==> src/rtl/cache_mem_arbiter.sv <==
// Round-robin arbiter sharing one AXI4 master port between the I-cache and D-cache
// line engines; every grant becomes a single INCR burst of LINE_WORDS beats.
module cache_mem_arbiter #(
    parameter int ADDR_W     = 32,
    parameter int DATA_W     = 32,
    parameter int LINE_WORDS = 4
) (
    input  logic                clk,
    input  logic                rst_n,
    input  logic [1:0]          req_valid,
    output logic [1:0]          req_ready,
    input  logic [1:0]          req_we,
    input  logic [2*ADDR_W-1:0] req_addr,
    input  logic [2*DATA_W-1:0] wr_data,
    input  logic [1:0]          wr_valid,
    output logic [1:0]          wr_ready,
    output logic [DATA_W-1:0]   rsp_data,
    output logic [1:0]          rsp_valid,
    output logic                rsp_last,
    output logic                rsp_err,
    output logic [ADDR_W-1:0]   m_axi_araddr,
    output logic [7:0]          m_axi_arlen,
    output logic                m_axi_arvalid,
    input  logic                m_axi_arready,
    input  logic [DATA_W-1:0]   m_axi_rdata,
    input  logic [1:0]          m_axi_rresp,
    input  logic                m_axi_rlast,
    input  logic                m_axi_rvalid,
    output logic                m_axi_rready,
    output logic [ADDR_W-1:0]   m_axi_awaddr,
    output logic [7:0]          m_axi_awlen,
    output logic                m_axi_awvalid,
    input  logic                m_axi_awready,
    output logic [DATA_W-1:0]   m_axi_wdata,
    output logic                m_axi_wlast,
    output logic                m_axi_wvalid,
    input  logic                m_axi_wready,
    input  logic [1:0]          m_axi_bresp,
    input  logic                m_axi_bvalid,
    output logic                m_axi_bready
);
    localparam int                CNT_W      = $clog2(LINE_WORDS);
    localparam int                LINE_BYTES = LINE_WORDS * DATA_W / 8;
    localparam logic [ADDR_W-1:0] LINE_MASK  = ADDR_W'(LINE_BYTES - 1);
    localparam logic [CNT_W-1:0]  LAST_BEAT  = CNT_W'(LINE_WORDS - 1);
    localparam logic [7:0]        BURST_LEN  = 8'(LINE_WORDS - 1);

    typedef enum logic [2:0] {IDLE, AR, RD, AW_W, B} state_e;

    state_e            state_q, state_d;
    logic              ptr_q, ptr_d;
    logic              gnt_q, gnt_d;
    logic [CNT_W-1:0]  cnt_q, cnt_d;
    logic              err_q, err_d;
    logic              aw_done_q, aw_done_d;
    logic              w_done_q, w_done_d;
    logic              arvalid_q, arvalid_d;
    logic              awvalid_q, awvalid_d;
    logic [ADDR_W-1:0] araddr_q, araddr_d;
    logic [ADDR_W-1:0] awaddr_q, awaddr_d;

    logic              sel;
    logic              sel_we;
    logic [ADDR_W-1:0] sel_addr;
    logic              beat_last;
    logic              r_hs;
    logic              w_hs;
    logic              aw_hs;
    logic              b_hs;
    logic              beat_err;

    // Requester at the pointer wins if it asks; bit 0 of req_we can never make a write.
    always_comb begin
        sel       = req_valid[ptr_q] ? ptr_q : ~ptr_q;
        sel_we    = sel & req_we[sel];
        sel_addr  = sel ? req_addr[2*ADDR_W-1:ADDR_W] : req_addr[ADDR_W-1:0];
        beat_last = (cnt_q == LAST_BEAT);
        r_hs      = (state_q == RD) && m_axi_rvalid;
        w_hs      = (state_q == AW_W) && !w_done_q && wr_valid[gnt_q] && m_axi_wready;
        aw_hs     = awvalid_q && m_axi_awready;
        b_hs      = (state_q == B) && m_axi_bvalid;
        beat_err  = (r_hs && ((m_axi_rresp != 2'b00) || (m_axi_rlast != beat_last))) ||
                    (b_hs && (m_axi_bresp != 2'b00));
    end

    always_comb begin
        req_ready = 2'b00;
        if ((state_q == IDLE) && (req_valid != 2'b00) && rst_n) begin
            req_ready[sel] = 1'b1;
        end
        wr_ready = 2'b00;
        if ((state_q == AW_W) && !w_done_q) begin
            wr_ready[gnt_q] = m_axi_wready;
        end
        rsp_valid = 2'b00;
        if (r_hs || b_hs) begin
            rsp_valid[gnt_q] = 1'b1;
        end
        rsp_data      = (state_q == RD) ? m_axi_rdata : '0;
        rsp_last      = (r_hs && beat_last) || b_hs;
        rsp_err       = err_q | beat_err;
        m_axi_araddr  = araddr_q;
        m_axi_arlen   = BURST_LEN;
        m_axi_arvalid = arvalid_q;
        m_axi_rready  = (state_q == RD);
        m_axi_awaddr  = awaddr_q;
        m_axi_awlen   = BURST_LEN;
        m_axi_awvalid = awvalid_q;
        m_axi_wvalid  = (state_q == AW_W) && !w_done_q && wr_valid[gnt_q];
        m_axi_wdata   = '0;
        if (state_q == AW_W) begin
            m_axi_wdata = gnt_q ? wr_data[2*DATA_W-1:DATA_W] : wr_data[DATA_W-1:0];
        end
        m_axi_wlast   = m_axi_wvalid && beat_last;
        m_axi_bready  = (state_q == B);
    end

    always_comb begin
        state_d   = state_q;
        ptr_d     = ptr_q;
        gnt_d     = gnt_q;
        cnt_d     = cnt_q;
        err_d     = err_q;
        aw_done_d = aw_done_q;
        w_done_d  = w_done_q;
        arvalid_d = arvalid_q;
        awvalid_d = awvalid_q;
        araddr_d  = araddr_q;
        awaddr_d  = awaddr_q;
        case (state_q)
            IDLE: begin
                if (req_valid != 2'b00) begin
                    gnt_d     = sel;
                    ptr_d     = ~sel;
                    cnt_d     = '0;
                    err_d     = 1'b0;
                    aw_done_d = 1'b0;
                    w_done_d  = 1'b0;
                    if (sel_we) begin
                        awvalid_d = 1'b1;
                        awaddr_d  = sel_addr & ~LINE_MASK;
                        state_d   = AW_W;
                    end else begin
                        arvalid_d = 1'b1;
                        araddr_d  = sel_addr & ~LINE_MASK;
                        state_d   = AR;
                    end
                end
            end
            AR: begin
                if (m_axi_arready) begin
                    arvalid_d = 1'b0;
                    state_d   = RD;
                end
            end
            RD: begin
                // The beat counter, not rlast, decides where the burst ends.
                if (r_hs) begin
                    err_d = err_q | beat_err;
                    cnt_d = cnt_q + 1'b1;
                    if (beat_last) begin
                        state_d = IDLE;
                    end
                end
            end
            AW_W: begin
                if (aw_hs) begin
                    awvalid_d = 1'b0;
                    aw_done_d = 1'b1;
                end
                if (w_hs) begin
                    cnt_d = cnt_q + 1'b1;
                    if (beat_last) begin
                        w_done_d = 1'b1;
                    end
                end
                if ((aw_done_q || aw_hs) && (w_done_q || (w_hs && beat_last))) begin
                    state_d = B;
                end
            end
            B: begin
                if (b_hs) begin
                    err_d   = err_q | beat_err;
                    state_d = IDLE;
                end
            end
            default: state_d = IDLE;
        endcase
    end

    always_ff @(posedge clk or negedge rst_n) begin
        if (!rst_n) begin
            state_q   <= IDLE;
            ptr_q     <= 1'b0;
            gnt_q     <= 1'b0;
            cnt_q     <= '0;
            err_q     <= 1'b0;
            aw_done_q <= 1'b0;
            w_done_q  <= 1'b0;
            arvalid_q <= 1'b0;
            awvalid_q <= 1'b0;
            araddr_q  <= '0;
            awaddr_q  <= '0;
        end else begin
            state_q   <= state_d;
            ptr_q     <= ptr_d;
            gnt_q     <= gnt_d;
            cnt_q     <= cnt_d;
            err_q     <= err_d;
            aw_done_q <= aw_done_d;
            w_done_q  <= w_done_d;
            arvalid_q <= arvalid_d;
            awvalid_q <= awvalid_d;
            araddr_q  <= araddr_d;
            awaddr_q  <= awaddr_d;
        end
    end
endmodule

==> config.mk <==
export PLATFORM = sky130hd
export DESIGN_NAME = cache_mem_arbiter
export DESIGN_NICKNAME = d
export VERILOG_FILES = /design/src/rtl/cache_mem_arbiter.sv
export SDC_FILE = /design/constraint.sdc
export NUM_CORES = 1
export LEC_CHECK = 0
export BUFFER_PORTS_ARGS = -buffer_cell sky130_fd_sc_hd__buf_2
export CAP_MARGIN = 40
export CORE_AREA = 3 3 129 131
export CTS_BUF_LIST = sky130_fd_sc_hd__clkbuf_4 sky130_fd_sc_hd__clkbuf_8
export DETAILED_ROUTE_END_ITERATION = 12
export DIE_AREA = 0 0 132 134
export GPL_TIMING_DRIVEN = 0
export PLACE_DENSITY_LB_ADDON = 0.15
export SYNTH_ARGS = -nofsm -noshare
export SYNTH_HDL_FRONTEND = slang
export SYNTH_SLANG_ARGS = --single-unit
==> constraint.sdc <==
create_clock -name clk -period 2.62 [get_ports clk]
set_input_delay 0.524 -clock clk [delete_from_list [all_inputs] [get_ports clk]]
set_output_delay 0.524 -clock clk [all_outputs]
set_load 0.01 [all_outputs]
# == After elaboration in Yosys (flattened, before gate mapping) ==
# Index checks and enable logic that the tools add are counted.
# totals
in_bits,178
word_cells,128
reg_bits,68
output_inout_bits,158
# classes
n_reduce_logical,41
addsub,1
bitwise,6
n_mux,47
order_cmp,5
eq_ne,17
# ops
cell,count
$mux W32,4
$mux W1,21
$reduce_and A4 Y1,5
$mux W3,6
$logic_and A1 B1 Y1,16
$pmux W3 S5,1
$mux W2,7
$ne A2 B2 Y1 const B,6
$ne A2 B1 Y1 const B,5
$reduce_bool A2 Y1,5
$reduce_and A3 Y1,3
$pmux W1 S2,4
$eq A3 B2 Y1 const B,2
$logic_or A1 B1 Y1,6
$lt A1 B2 Y1 const B,3
$pmux W2 S3,1
$reduce_and A6 Y1,1
$reduce_bool A3 Y1,2
$eq A3 B1 Y1 const B,1
$eq A3 B3 Y1 const B,1
$logic_not A3 Y1,1
$not A1 Y1,3
$pmux W1 S3,1
$add A2 B1 Y2 const B,1
other kinds (9),11

# == Depth between registers and ports, before layout ==
# Gate-level depths: netlist of run 1.
# logic_depth
depth_word,9
ltp_mapped,8
depth_no_buf,6

# == Worst setup path before layout of run 1 ==
# Ideal clock, no wire load.
# synth_timing
path_type,reg-to-output
from,register state_q[1]
to,output m_axi_wlast
n_path_buf,2
required_ps,2096
path_stages_with_launch,7
arrival_ps,1572
slack_ps,524
cell_sequence,dfrtp_1 -> nor2b_1 -> clkbuf_1 -> nand2_1 -> clkbuf_1 -> nor3_1 -> and2_1
# synth_between
elab_chain_cells,4
# synth_lines
element,line,text
"start, declared",50,"state_e state_q, state_d;"
"start signal, assigned",205,state_q <= state_d;
$eq A3 B2 Y1,109,m_axi_wvalid = (state_q == AW_W) && !w_done_q && wr_valid[gnt_q];
$logic_and A1 B1 Y1 (2 in series),109,
named net m_axi_wvalid,36,"output logic m_axi_wvalid,"
$logic_and A1 B1 Y1,114,m_axi_wlast = m_axi_wvalid && beat_last;
"end, declared",35,"output logic m_axi_wlast,"
# The timed path passes the listed nets, and every way through them passes these cells.

# == Final worst setup path of run 1 ==
# layout_timing
from,input rst_n
to,output req_ready[1]
# layout_between
elab_chain_cells,2
# layout_lines
element,line,text
"start, declared",9,"input logic rst_n,"
$logic_and A1 B1 Y1,88,if ((state_q == IDLE) && (req_valid != 2'b00) && rst_n) begin
$mux W2,88,
"end, declared",11,"output logic [1:0] req_ready,"
# Every way passes these cells.

==> results of run 1 <==
## layout make-up
cell class                 instances  area [um^2]
clock buffer                      11          145
inverter                           5         18.8
clock inverter                     5         83.8
multi-input combinational        341         2030
sequential                        68         1700
tap                              216          270
fill                            1687         9540
buffer                            57          360
timing repair buffer             305         1560
## timing repair
action | in CTS | in global routing
hold buffers | 0 | 1
endpoints found under the hold margin | 0 | 3
resized for setup | 4 | 13
setup endpoints to repair | 34 | 62
## layer usage
metal,global-route usage,wire length [um],vias up
met5,0,13,-
met4,0.0315,113,2
met3,0.0518,1130,11
met2,0.324,8230,176
met1,0.194,6170,2046
li1,-,-,2168
## worst max-delay path, delay by kind of cell
family	cells	cell delay, ns
buf+inv	4	1.20
simple gates	1	0.21
## path summary, 6_finish.rpt
check | start | to | slack, ns | cells past startpoint
worst min register to register | err_q | err_q | 0.50 | 2
min in group asynchronous | rst_n | m_axi_awaddr[16] | 0.58 | 2
worst max register to register | state_q[1] | m_axi_awaddr[29] | 0.56 | 6
max in group asynchronous | rst_n | state_q[1] | 1.49 | 3
worst min-delay path | req_addr[40] | m_axi_awaddr[8] | 0.43 | 2
worst max-delay path | rst_n | req_ready[1] | 0.14 | 5
## layout by cell type, fill, tap and decap left out, types with 2 or more instances in the layout
cell	Yosys	layout
buf_2	5	307
nand2_1	70	69
dfrtp_1	68	68
nor2_1	66	66
and3_1	35	35
mux2i_1	35	34
mux2_2	32	32
a31oi_1	28	28
buf_4	26	27
conb_1	2	24
clkbuf_1	19	12
o21ai_0	11	11
a21oi_1	10	10
clkbuf_8	0	10
clkbuf_2	0	9
inv_1	5	5
nor2b_1	4	4
nor3_1	4	4
buf_6	4	4
nand2b_1	2	2
nor3b_1	2	2
and2_1	2	2
nand3_1	2	2
bufinv_16	0	2
clkinvlp_4	0	2
## state kept, by name (all words and copies together), names as in the netlist
name	flops
err_q	1
state_q	3
aw_done_q	1
w_done_q	1
m_axi_awvalid	1
m_axi_awaddr	28
m_axi_arvalid	1
cnt_q	2
gnt_q	1
m_axi_araddr	28
ptr_q	1
## power by group
| group | internal, uW | switching [uW] |
|---|---|---|
| logic | 1460 | 1810 |
| clock network | 577 | 431 |
| registers | 1570 | 269 |
| total | 3600 | 2510 |
## kinds of logic (layout without fill, tap and decap cells)
group | Yosys count | count (layout) | synth area share
fa+ha+maj | 1 | 1 | 0.00311
other cells | 2 | 24 | 0.00187
flops | 68 | 68 | 0.424
buf+inv | 63 | 383 | 0.0922
compound gates | 55 | 55 | 0.0829
mux | 67 | 67 | 0.177
simple gates | 193 | 193 | 0.217
xor+xnor | 1 | 1 | 0.00218
## per-stage QoR
step	util	power, uW	setup TNS (ns)	cell area [um^2]
3_3_place_gp	0.374	5060	-0.318	5880
5_1_grt	0.393	6650	0	6170
2_1_floorplan	-	3840	0	4100
6_report	0.393	6110	0	6170
4_1_cts	0.392	6200	0	6150
3_5_place_dp	0.377	5150	0	5920
==> results.sh, run 1 <==
export IMPL_status="complete, no violations"
export IMPL_clock_sinks=68
export IMPL_drive_gt1_frac=0.506
export IMPL_fp_coreArea_um2=15700
export IMPL_yosysWarnings=0
export IMPL_areaGrowthSynthToFinish_pct=53.7
export IMPL_ys_flop_type="dfrtp_1"
export IMPL_wl_per_cell_um=15.5
export IMPL_num_vias=4403
export IMPL_ios=336
export IMPL_ys_seq_area_frac=0.424
export IMPL_yosys_top_cells_count="70 x nand2_1, 68 x dfrtp_1, 66 x nor2_1"
export IMPL_grt_setup_unrepaired="no"
export IMPL_relSlewSlack=0.651
export IMPL_power_leakage_uw=0.00346
export IMPL_clock_latency_ns=0.34
export IMPL_yosys_top_cells_area="dfrtp_1 42%, mux2_2 9.0%, mux2i_1 8.7%"
export IMPL_cts_tree="yes"
export IMPL_slew_violations=0
export IMPL_cts_buffers=9
export IMPL_syn_area_um2=4020
export IMPL_layout_setup_ws_ns=0.139
export IMPL_initial_core_util=0.256
export IMPL_insertedDiodeCount=0
export IMPL_avgSynthCellArea_um2=8.93
export IMPL_async_flop_share=1.00
export IMPL_die_area_um2=17700
export IMPL_slowest_delay_ns=0.53
export IMPL_post_cts_buffers=0
export IMPL_finalSetupViolCount=0
export IMPL_antenna_found_initial=1
export IMPL_place_ws_ns=0.0881
export IMPL_antenna_left=0
export IMPL_die_h_um=134
export IMPL_remaining_drc_errors=0
export IMPL_die_w_um=132
export IMPL_hpwl_mm=12.8
export IMPL_fin_skew_ns=0.0143
export IMPL_crit_chain="dlygate4sd3_1 -> buf_4 -> buf_16 -> and3_1 -> buf_2"
export IMPL_place_congestion=0.884
export IMPL_yosys_cell_types_count=36
export IMPL_firstDrtPassIters=4
export IMPL_peakVddDrop_mv=0.420
export IMPL_startpoint_type="input pin"
export IMPL_ctsHtreeMaxLevel=3
export IMPL_finalHoldViolCount=0
export IMPL_grt_max_degree=58
export IMPL_first_global_vias=4688
export IMPL_arrival_ns=1.96
export IMPL_cp_slowest_cell="dlygate4sd3_1"
export IMPL_yosysTopAreaCell="dfrtp_1"
export IMPL_cts_clk_slew_worst_paths_ns=0.08
export IMPL_numPortBuffers=302
export IMPL_syn_inst=450
export IMPL_synth_edf_count=0
export IMPL_cap_violations=0
export IMPL_critPathKind="input pin to primary output"
export IMPL_grt_usage=0.172
export IMPL_crit_path_end_kind="primary output"
export IMPL_power_density_nw_per_um2=990
export IMPL_rows=46
export IMPL_dr_first_iter_drc_count=148
export IMPL_fin_cells=1008
export IMPL_grt_pass1_wl_mm=24.6
export IMPL_viasPerCell=4.37
export IMPL_cts_buffer_depth=2
export IMPL_wl_mm=15.7
export IMPL_clockRootBuffer="clkbuf_8"
export IMPL_min_path_type="input pin to flop"
export IMPL_timing_fmax_ghz=0.403
export IMPL_grt_remaining_overflow=0
export IMPL_cp_required_ns=2.10
export IMPL_dp_cells=992
export IMPL_hold_slack_ns=0.426
export IMPL_min_period_over_period=0.947
export IMPL_fin_nets=966
export IMPL_synth_seq_cells=68
export IMPL_timing_final_crit_period_ns=2.48
export IMPL_worstMarginPinSlew_ns=0.523
export IMPL_worstPathMaxFanout=57
export IMPL_yosysMostFrequentCell="nand2_1"
export IMPL_synth_top_area_share=0.424
No activity file was read; power rests on OpenSTA's default activity.
==> run 2, diff against run 1 <==
- ABC_AREA: not set -> 1
- CORE_AREA: 3 3 129 131 -> 3 3 130 132
- DIE_AREA: 0 0 132 134 -> 0 0 133 135
- RECOVER_POWER: not set -> 25
==> run 2 against run 1 <==
Sequential power barely moved. Die area rose by 1.5%. Non-clock buffer count fell by 3. Setup slack improved by 0.084 ns. Critical path depth rose by 1. Via count rose by 14%. Critical path type is now flop to primary output. Largest power group unchanged. Highest routed layer unchanged.
==> results.sh, run 2 <==
export IMPL_final_common_cell="buf_2"
export IMPL_fill_cells=1699
export IMPL_die_w_um=133
export IMPL_yosysWarnings=0
export IMPL_multi_input_area_um2=2000
export IMPL_ctsHtreeMaxLevel=3
export IMPL_cp_required_ns=2.10
export IMPL_min_period_over_period=0.915
export IMPL_crit_path_end_kind="primary output"
export IMPL_p_total_uw=6540
export IMPL_arrival_ns=1.87
export IMPL_antenna_found_initial=1
export IMPL_synthXorXnorAreaFrac=0
export IMPL_cts_tree="yes"
export IMPL_ys_seq_area_frac=0.393
export IMPL_cts_resized=0
export IMPL_cap_violations=0
export IMPL_drive_gt1_frac=0.380
export IMPL_synth_edf_count=0
export IMPL_ys_flop_type="dfrtp_1"
export IMPL_numPortBuffers=302
export IMPL_synth_seq_cells=68
export IMPL_yosys_top_cells_count="221 x nand2_1, 89 x inv_1, 80 x nor2_1"
export IMPL_ios=336
export IMPL_die_h_um=135
export IMPL_grt_usage=0.175
export IMPL_fin_nets=1159
export IMPL_yosys_top_cells_area="dfrtp_1 39%, nand2_1 19%, inv_1 7.7%"
export IMPL_areaGrowthSynthToFinish_pct=48.7
export IMPL_async_flop_share=1.00
export IMPL_status="complete, no violations"
export IMPL_timing_final_crit_period_ns=2.40
export IMPL_peakVddDrop_mv=0.463
export IMPL_initial_core_util=0.274
export IMPL_num_vias=5020
export IMPL_syn_area_um2=4330
export IMPL_finalSetupViolCount=0
export IMPL_syn_inst=644
export IMPL_grt_remaining_overflow=0
export IMPL_timing_fmax_ghz=0.417
export IMPL_hpwl_mm=13.0
export IMPL_firstDrtPassIters=4
export IMPL_clock_sinks=68
export IMPL_final_util=0.407
export IMPL_antenna_left=0
export IMPL_synth_fa_ha_area_frac=0.00289
export IMPL_worstPathMaxFanout=10
export IMPL_die_area_um2=18000
export IMPL_place_congestion=0.807
export IMPL_synth_top_family_by_area="simple AND/OR/NAND/NOR gates"
export IMPL_fin_skew_ns=0.0122
export IMPL_worstMarginPinSlew_ns=0.541
export IMPL_grt_pass1_wl_mm=25.2
export IMPL_synth_top_area_share=0.393
export IMPL_dr_first_iter_drc_count=164
export IMPL_slowest_delay_ns=0.48
export IMPL_min_path_type="input pin to asynchronous set/reset pin"
export IMPL_wl_per_cell_um=13.6
export IMPL_yosys_cell_types_count=27
export IMPL_yosysMostFrequentCell="nand2_1"
export IMPL_synth_compound_area_share=0.107
export IMPL_critPathKind="flop to primary output"
export IMPL_grt_setup_unrepaired="no"
export IMPL_wl_mm=16.4
export IMPL_remaining_drc_errors=0
export IMPL_power_leakage_uw=0.00400
export IMPL_crit_chain="nand2_1 -> nor2_4 -> clkbuf_1 -> nand2_1 -> inv_1 -> buf_2"
export IMPL_cts_clk_slew_worst_paths_ns=0.08
export IMPL_post_cts_buffers=0
export IMPL_first_global_vias=4835
export IMPL_clock_latency_ns=0.35
export IMPL_avgSynthCellArea_um2=6.73
export IMPL_fp_coreArea_um2=15800
export IMPL_clockRootBuffer="clkbuf_8"
export IMPL_slew_violations=0
export IMPL_rows=46
export IMPL_power_density_nw_per_um2=1010
export IMPL_relSlewSlack=0.639
export IMPL_yosys_area_share_simple=0.331
export IMPL_finalHoldViolCount=0
export IMPL_cp_slowest_cell="dfrtp_1"
export IMPL_most_common_layout_cells="310 x buf_2, 221 x nand2_1, 89 x inv_1"
export IMPL_hold_buffers=0
export IMPL_cpMostUsedCell="nand2_1"
export IMPL_ff_latch_area_um2=1700
export IMPL_viasPerCell=4.18
export IMPL_startpoint_type="flop"
export IMPL_synthMuxAreaShare=0
export IMPL_yosysTopAreaCell="dfrtp_1"
export IMPL_cts_buffer_depth=2
export IMPL_cts_buffers=9
export IMPL_grt_max_degree=38
==> run 2: worst max-delay path: cells and delay by family (launching register included) <==
family	cells	cell delay, ns
buffers and inverters	3	0.56
and+or+nand+nor	3	0.47
DFF	1	0.48
==> run 2: logic make-up (layout without fill, tap and decap cells) <==
logic type,after synthesis,in the layout
buf+inv,150,469
simple gates,354,354
flops,68,68
other cells,2,25
fa+ha+maj,1,1
compound gates,69,69
==> run 2: report_power, final <==
group | internal (uW) | switching [uW] | leakage [uW]
registers | 1570 | 291 | 0.000779
clock network | 493 | 436 | 0.000106
logic | 1450 | 2300 | 0.00311
total | 3510 | 3020 | 0.00400
==> run 2: area by class of cell <==
cell class,count,share of cell area
antenna,1,0.000389
buffer,56,0.0563
tap,216,0.0420
timing repair buffer,303,0.238
inverter,94,0.0552
clock inverter,5,0.00932
multi-input combinational,448,0.311
sequential,68,0.264
clock buffer,11,0.0235
==> run 2: routing by layer <==
metal / global-route usage / routed length, um
met1: 0.204 / 6510
met2: 0.307 / 8070
met4: 0.0450 / 164
met3: 0.0600 / 1640
met5: 0 / 20
==> run 2: worst paths after layout <==
check,startpoint,endpoint,slack [ns],cells past startpoint
max,state_q[0],m_axi_wdata[7],0.22,6
min reg2reg,m_axi_arvalid,m_axi_arvalid,0.47,2
max in group asynchronous,rst_n,m_axi_araddr[25],1.92,2
min in group clk,req_addr[37],m_axi_araddr[5],0.45,3
min,rst_n,m_axi_araddr[15],0.12,1
max reg2reg,state_q[0],m_axi_awaddr[31],0.78,8
==> run 2: metrics by stage <==
step	setup WS, ns	hold slack [ns]	cells	TNS [ns]	area (um^2)
2_1_floorplan	0.785	0.228	666	0	4420
3_3_place_gp	-0.289	0.453	1184	-0.487	6200
3_5_place_dp	0.294	0.461	1185	0	6220
4_1_cts	0.123	0.117	1201	0	6430
5_1_grt	0.0386	0.140	1201	0	6440
6_report	0.223	0.116	1202	0	6440
